### config.mk
export PLATFORM = sky130hd
export DESIGN_NAME = branch_resolve_unit
export DESIGN_NICKNAME = d
export VERILOG_FILES = /design/src/rtl/branch_resolve_unit_pkg.sv /design/src/rtl/branch_cond_eval.sv /design/src/rtl/branch_resolve_unit.sv
export SDC_FILE = /design/constraint.sdc
export NUM_CORES = 1
export LEC_CHECK = 0
export ABC_CLOCK_PERIOD_IN_PS = 2220
export CAP_MARGIN = 5
export CELL_PAD_IN_SITES_DETAIL_PLACEMENT = 0
export CELL_PAD_IN_SITES_GLOBAL_PLACEMENT = 1
export CORE_AREA = 2 2 133 109
export DETAILED_ROUTE_END_ITERATION = 12
export DIE_AREA = 0 0 135 111
export DONT_BUFFER_PORTS = 1
export HOLD_SLACK_MARGIN = 0.05
export PLACE_DENSITY = 0.79
export SKIP_CTS_REPAIR_TIMING = 1
export SYNTH_ARGS = -nofsm -noshare
export SYNTH_HDL_FRONTEND = slang
export SYNTH_HIERARCHICAL = 1
export SYNTH_SLANG_ARGS = --single-unit
### constraint.sdc
create_clock -name clk -period 2.22 [get_ports clk]
set_input_delay 0.222 -clock clk [delete_from_list [all_inputs] [get_ports clk]]
set_output_delay 0.222 -clock clk [all_outputs]
set_load 0.02 [all_outputs]
### src/rtl/branch_resolve_unit_pkg.sv
// Shared encodings for the EX-stage branch resolver: opcodes, FSM states, link register.
// Combinational helpers only; no latency, no flow control.
package branch_resolve_unit_pkg;

  typedef enum logic [3:0] {
    OP_NONE = 4'd0,
    OP_BR   = 4'd1,
    OP_B    = 4'd2,
    OP_BL   = 4'd3,
    OP_BLTZ = 4'd4,
    OP_BZ   = 4'd5,
    OP_BNZ  = 4'd6,
    OP_BCY  = 4'd7,
    OP_BNCY = 4'd8
  } br_op_e;

  typedef enum logic {
    ST_IDLE  = 1'b0,
    ST_FLUSH = 1'b1
  } brs_state_e;

  localparam logic [4:0] LINK_REG_IDX = 5'd31;

  // Codes 9..15 are reserved and must behave as a plain non-branch.
  function automatic br_op_e decode_br_op(input logic [3:0] raw);
    if (raw > 4'd8) begin
      return OP_NONE;
    end
    return br_op_e'(raw);
  endfunction

endpackage

### src/rtl/branch_cond_eval.sv
// Branch condition and target evaluation for one EX-stage instruction.
// Purely combinational (0 cycles); no flow control.
module branch_cond_eval
  import branch_resolve_unit_pkg::*;
#(
  parameter int OFFSET_W = 22
) (
  input  logic [3:0]          br_op,
  input  logic [31:0]         pc_in,
  input  logic [OFFSET_W-1:0] offset,
  input  logic [31:0]         rs_val,
  input  logic                carry_q,
  output logic                taken,
  output logic                is_link,
  output logic [31:0]         target
);

  br_op_e      op;
  logic [31:0] off_ext;

  assign op      = decode_br_op(br_op);
  assign off_ext = 32'($signed(offset));

  always_comb begin
    taken   = 1'b0;
    is_link = 1'b0;
    // Label branches wrap silently modulo 2^32.
    target  = pc_in + off_ext;
    case (op)
      OP_BR: begin
        taken  = 1'b1;
        target = rs_val;
      end
      OP_B:    taken = 1'b1;
      OP_BL: begin
        taken   = 1'b1;
        is_link = 1'b1;
      end
      OP_BLTZ: taken = rs_val[31];
      OP_BZ:   taken = (rs_val == 32'd0);
      OP_BNZ:  taken = (rs_val != 32'd0);
      OP_BCY:  taken = carry_q;
      OP_BNCY: taken = ~carry_q;
      default: taken = 1'b0;
    endcase
  end

endmodule

### src/rtl/branch_resolve_unit.sv
// Resolves EX-stage branches, redirects the PC, writes the link register and squashes wrong-path fetches.
// Latency 1 cycle; no backpressure: instructions arriving while flushing are dropped.
module branch_resolve_unit
  import branch_resolve_unit_pkg::*;
#(
  parameter int OFFSET_W    = 22,
  parameter int FLUSH_DEPTH = 2
) (
  input  logic                clk,
  input  logic                reset,
  input  logic                valid,
  input  logic [3:0]          br_op,
  input  logic [31:0]         pc_in,
  input  logic [OFFSET_W-1:0] offset,
  input  logic [31:0]         rs_val,
  input  logic                flag_we,
  input  logic                alu_carry,
  output logic                PCSrc,
  output logic [31:0]         exNPC,
  output logic                link_we,
  output logic [31:0]         link_data,
  output logic                flush
);

  localparam int CNT_W = (FLUSH_DEPTH < 1) ? 1 : $clog2(FLUSH_DEPTH + 1);

  brs_state_e  state_q, state_d;
  logic [CNT_W-1:0] cnt_q, cnt_d;
  logic        carry_q, carry_d;
  logic        pcsrc_q, pcsrc_d;
  logic [31:0] exnpc_q, exnpc_d;
  logic        link_we_q, link_we_d;
  logic [31:0] link_data_q, link_data_d;
  logic        flush_q, flush_d;

  logic        cond_taken;
  logic        cond_link;
  logic [31:0] cond_target;

  branch_cond_eval #(
    .OFFSET_W (OFFSET_W)
  ) u_cond (
    .br_op   (br_op),
    .pc_in   (pc_in),
    .offset  (offset),
    .rs_val  (rs_val),
    .carry_q (carry_q),
    .taken   (cond_taken),
    .is_link (cond_link),
    .target  (cond_target)
  );

  always_comb begin
    state_d     = state_q;
    cnt_d       = cnt_q;
    pcsrc_d     = 1'b0;
    exnpc_d     = exnpc_q;
    link_we_d   = 1'b0;
    link_data_d = link_data_q;
    // The flag updates regardless of FSM state; branches see the pre-edge value.
    carry_d     = flag_we ? alu_carry : carry_q;

    case (state_q)
      ST_IDLE: begin
        if (valid && cond_taken) begin
          pcsrc_d = 1'b1;
          exnpc_d = cond_target;
          if (cond_link) begin
            link_we_d   = 1'b1;
            link_data_d = pc_in + 32'd1;
          end
          if (FLUSH_DEPTH > 0) begin
            state_d = ST_FLUSH;
            cnt_d   = CNT_W'(FLUSH_DEPTH);
          end
        end
      end
      ST_FLUSH: begin
        cnt_d = cnt_q - CNT_W'(1);
        if (cnt_q <= CNT_W'(1)) begin
          state_d = ST_IDLE;
          cnt_d   = '0;
        end
      end
      default: begin
        state_d = ST_IDLE;
        cnt_d   = '0;
      end
    endcase

    flush_d = (state_d == ST_FLUSH);
  end

  always_ff @(posedge clk or posedge reset) begin
    if (reset) begin
      state_q     <= ST_IDLE;
      cnt_q       <= '0;
      carry_q     <= 1'b0;
      pcsrc_q     <= 1'b0;
      exnpc_q     <= 32'd0;
      link_we_q   <= 1'b0;
      link_data_q <= 32'd0;
      flush_q     <= 1'b0;
    end else begin
      state_q     <= state_d;
      cnt_q       <= cnt_d;
      carry_q     <= carry_d;
      pcsrc_q     <= pcsrc_d;
      exnpc_q     <= exnpc_d;
      link_we_q   <= link_we_d;
      link_data_q <= link_data_d;
      flush_q     <= flush_d;
    end
  end

  assign PCSrc     = pcsrc_q;
  assign exNPC     = exnpc_q;
  assign link_we   = link_we_q;
  assign link_data = link_data_q;
  assign flush     = flush_q;

endmodule

==> impl_results.html <==
<table>
<tr><th>Metric</th><th>Value</th></tr>
<tr><th colspan="2">Floorplanning</th></tr>
<tr><td>Vertical die dimension</td><td>111 um</td></tr>
<tr><td>Number of rows in the core area</td><td>39</td></tr>
<tr><td>Initial core utilization</td><td>38.4%</td></tr>
<tr><td>Die area</td><td>roughly 0.015 mm^2</td></tr>
<tr><td>Number of primary I/O pins</td><td>approximately 160</td></tr>
<tr><td>Die X</td><td>between 100 and 150 um</td></tr>
<tr><td>Core area</td><td>0.0139 mm^2</td></tr>
<tr><th colspan="2">Worst setup path</th></tr>
<tr><td>Endpoint arrival time on the critical path</td><td>2.30 ns</td></tr>
<tr><td>Cells on worst reg2reg path</td><td>10</td></tr>
<tr><td>Capture point of the critical path</td><td>exNPC[22]</td></tr>
<tr><td>Setup Crit Path Kind</td><td>in -&gt; reg</td></tr>
<tr><td>Critical-path cell with the highest stage delay</td><td>fa_2</td></tr>
<tr><td>Number of stages on the worst setup path</td><td>11</td></tr>
<tr><td>Launch point of the critical path</td><td>offset[0]</td></tr>
<tr><td>Critical path's top delay family</td><td>compound AO/OA/AOI/OAI gates</td></tr>
<tr><td>Terminus of the critical flop-to-flop path</td><td>link_data[10]</td></tr>
<tr><td>Total buffers and inverters traversed by the critical path</td><td>0</td></tr>
<tr><td>CP required</td><td>~2.5 ns</td></tr>
<tr><td>Crit-path most repeated cell</td><td>nand2_1</td></tr>
<tr><td>Startpoint type of the worst setup path</td><td>input port</td></tr>
<tr><td>Reg2Reg Setup Slack</td><td>0.36 ns</td></tr>
<tr><td>Critical path endpoint category</td><td>flip-flop</td></tr>
<tr><td>CP Cell Sequence</td><td>ha_4, fa_2, a21o_1, a311o_1, a21oi_2, o211ai_2, a31oi_4, xor2_1, a21oi_1, nand2_1, nand2_1</td></tr>
<tr><td>Delay of the slowest cell on the worst path</td><td>approximately 0.37 ns</td></tr>
<tr><td>Maximum fanout along the worst path</td><td>4</td></tr>
<tr><td>Launching point of the worst reg2reg path</td><td>carry_q</td></tr>
<tr><th colspan="2">Power</th></tr>
<tr><td>LEAKAGE</td><td>2.94 nW</td></tr>
<tr><td>Worst voltage drop across the vdd grid</td><td>665 uV</td></tr>
<tr><td>Cell area power density</td><td>approximately 850 mW/mm^2</td></tr>
<tr><td>Total chip power</td><td>0.00536 W</td></tr>
<tr><th colspan="2">Status</th></tr>
<tr><td>Status</td><td>finished clean</td></tr>
<tr><th colspan="2">Placed design</th></tr>
<tr><td>DP Wirelength</td><td>13300 um</td></tr>
<tr><td>Instance area at placement</td><td>0.00594 mm^2</td></tr>
<tr><td>PortBufs</td><td>0</td></tr>
<tr><td>Worst setup slack before clock tree synthesis</td><td>-0.216 ns</td></tr>
<tr><td>Placed Cells incl. Taps</td><td>892</td></tr>
<tr><td>Weighted congestion reported at the end of routability-driven placement</td><td>0.903</td></tr>
<tr><th colspan="2">Clocking</th></tr>
<tr><td>Clock buffers created by TritonCTS</td><td>9</td></tr>
<tr><td>Clock transition at the registers of the reported paths</td><td>about 0.06 ns</td></tr>
<tr><td>Bufs on Longest Clock Path</td><td>2</td></tr>
<tr><td>H-tree lvl count</td><td>3</td></tr>
<tr><td>Insertion delay to the later sink of the worst-skew pair</td><td>0.35 ns</td></tr>
<tr><td>Number of clock sinks</td><td>70</td></tr>
<tr><td>Clock tree from TritonCTS</td><td>yes</td></tr>
<tr><td>CTS Root Buffer Type</td><td>clkbuf_16</td></tr>
<tr><th colspan="2">Route</th></tr>
<tr><td>Detailed-route vias per instance</td><td>5.36</td></tr>
<tr><td>Total wire length</td><td>16900 um</td></tr>
<tr><td>Remaining DRCs</td><td>0</td></tr>
<tr><td>Post-route antenna net violation count</td><td>0</td></tr>
<tr><td>Starting DRC count in detailed routing</td><td>approximately 230</td></tr>
<tr><td>Per-cell routed wire length</td><td>18.5 um</td></tr>
<tr><td>Overall via count from detail_route</td><td>4892</td></tr>
<tr><td>First-pass iteration count of the detailed router</td><td>4</td></tr>
<tr><th colspan="2">Timing</th></tr>
<tr><td>Largest clock skew in the final design</td><td>~0.0074 ns</td></tr>
<tr><td>Relative slew slack</td><td>approximately three fifths</td></tr>
<tr><td>PnR worst setup slack</td><td>0.164 ns</td></tr>
<tr><td>RSZ-0062 raised after global routing</td><td>false</td></tr>
<tr><td>Final max-slew violation count</td><td>0</td></tr>
<tr><td>Final period demand of the worst path</td><td>2.06 ns</td></tr>
<tr><td>Actual transition at the worst max-transition pin</td><td>0.606 ns</td></tr>
<tr><td>Hold Violations, Final</td><td>0</td></tr>
<tr><td>Total Neg Setup Slack</td><td>0 ns</td></tr>
<tr><td>Final period utilization</td><td>a little over 90%</td></tr>
<tr><td>Final setup fails</td><td>0</td></tr>
<tr><td>Max Freq</td><td>0.486 GHz</td></tr>
<tr><th colspan="2">Yosys</th></tr>
<tr><td>Average footprint of a synthesized cell</td><td>7.86 um^2</td></tr>
<tr><td>Main area contributors after synthesis</td><td>dfrtp_1, nand2_1, ha_1</td></tr>
<tr><td>Sequential element share of the synthesized area</td><td>32.9%</td></tr>
<tr><td>Syn Std Cell Area</td><td>0.00533 mm^2</td></tr>
<tr><td>Post-Synthesis Cells</td><td>678</td></tr>
<tr><td>Mapped Nets</td><td>806</td></tr>
<tr><td>Biggest area consumer among synthesized cells</td><td>dfrtp_1</td></tr>
<tr><td>FF+latch count, synth</td><td>70</td></tr>
<tr><td>Number of distinct library cells after synthesis</td><td>64</td></tr>
<tr><td>Most common cell in the synthesized netlist</td><td>nand2_1</td></tr>
<tr><td>Most common flop cell mapped by yosys</td><td>dfrtp_1</td></tr>
<tr><td>Fraction of registers with async set/reset</td><td>100%</td></tr>
<tr><td>Proportion of netlist area held by the largest area contributor</td><td>about 33%</td></tr>
<tr><td>Number of warnings issued by yosys</td><td>6</td></tr>
<tr><td>Synth top cells by count</td><td>nand2_1, dfrtp_1, a21oi_1, xor2_1, o21ai_0</td></tr>
<tr><td>Number of flops mapped to enable cells by yosys</td><td>0</td></tr>
<tr><th colspan="2">Global routing</th></tr>
<tr><td>Vias in the first global route</td><td>~5000</td></tr>
<tr><td>Overall Global Routing Usage</td><td>22.8%</td></tr>
<tr><td>Maximum number of pins on one net before global-route repair</td><td>64</td></tr>
<tr><td>First-pass GRT wire length</td><td>27000 um</td></tr>
<tr><td>Number of antenna violations at the first check in global routing</td><td>0</td></tr>
<tr><td>Final global-route overflow total</td><td>0</td></tr>
<tr><th colspan="2">Cells and area</th></tr>
<tr><td>Post-route cell area</td><td>0.00633 mm^2</td></tr>
<tr><td>Number of diodes</td><td>0</td></tr>
<tr><td>Share of cells above drive strength 1</td><td>a little over an eighth</td></tr>
<tr><td>Layout fillers</td><td>1428</td></tr>
<tr><td>Filler-free cell count of the finished design</td><td>913</td></tr>
<tr><td>Area grow syn2layout</td><td>18.8%</td></tr>
<tr><td>Final Net Count</td><td>852</td></tr>
<tr><th colspan="2">Run</th></tr>
<tr><td>Reported max-cap violation count</td><td>0</td></tr>
<tr><th colspan="2">Worst hold path</th></tr>
<tr><td>Class of the tightest hold or removal check</td><td>in -&gt; reg</td></tr>
</table>
cell families after synthesis:
kind of cell | share of synthesized area [%]
adders and majority gates | 7.89
and+or+nand+nor | 27.1
buffers and inverters | 3.12
muxes | 0.822
AOI/OAI and AO/OA | 18.2
xor gates and xnor gates | 10.0
DFF | 32.9
sequential cells by signal (all words and copies together), names as in the netlist:
signal     flops
link_data     32
exNPC         32
cnt_q          2
PCSrc          1
link_we        1
flush          1
carry_q        1
worst min-delay path by stage:
stage          startpoint             to  slack [ns]  cells after the start
2_1_floorplan    pc_in[0]   link_data[0]        0.33                      1
6_report        pc_in[23]  link_data[23]        0.07                      2
4_1_cts             reset   link_data[8]       -0.18                      1
3_3_place_gp        reset        link_we        0.18                      1
3_5_place_dp        reset        link_we        0.19                      1
5_1_grt         pc_in[29]  link_data[29]        0.07                      2
metal layers:
metal / GRT usage (%) / vias up / share of wire [%]
met3: 8.32 / 15 / 9.1
met5: 0 / - / 0
met4: 5.49 / 0 / 1.0
li1: - / 2465 / -
met1: 32.6 / 2254 / 49
met2: 32.7 / 158 / 41
stage by stage:
step / util (%) / hold slack [ns]
global placement: 42.8 / 0.176
detailed placement: 42.8 / 0.187
floorplan: - / 0.333
global route: 45.7 / 0.0695
CTS: 45.1 / -0.182
finish: 45.7 / 0.0654
cell usage in the layout (no fill, tap or decap), types with 3 or more instances in the layout:
master         Yosys  final
nand2_1          183    182
clkbuf_16          0     10
nor3_1             4      4
nand2b_1           3      3
mux2_2             3      3
o21ai_0           39     39
o21a_1             3      3
nand4_1           22     22
xnor2_1           18     18
nand3_1           25     25
and2_1             7      7
dlygate4sd3_1      0      4
xor2_1            43     43
dfrtp_1           70     70
buf_4              0     59
a31oi_1            4      4
ha_1              32     31
a21oi_1           49     49
o31ai_1            3      3
inv_1              9      8
and4_1             4      4
a21o_1            13     13
and3_1             7      7
nor4_1             9      8
nor2_1            38     37
o21bai_1           3      3
o21ai_1           15     15
cell type report:
class	count	area (um^2)	area share [%]
inverter	10	37.5	0.593
tap	184	230	3.64
sequential	70	1750	27.7
timing repair buffer	66	548	8.66
clock inverter	4	70.1	1.11
clock buffer	12	246	3.89
multi-input combinational	567	3440	54.4
report_power, final:
| group | internal (W) | total (W) | switching (W) |
|---|---|---|---|
| Sequential | 0.00167 | 0.00247 | 0.000796 |
| Combinational | 0.000582 | 0.00132 | 0.000739 |
| Clock | 0.00101 | 0.00157 | 0.000559 |
| Total | 0.00327 | 0.00536 | 0.00209 |
(Power assumes the default switching activity.)
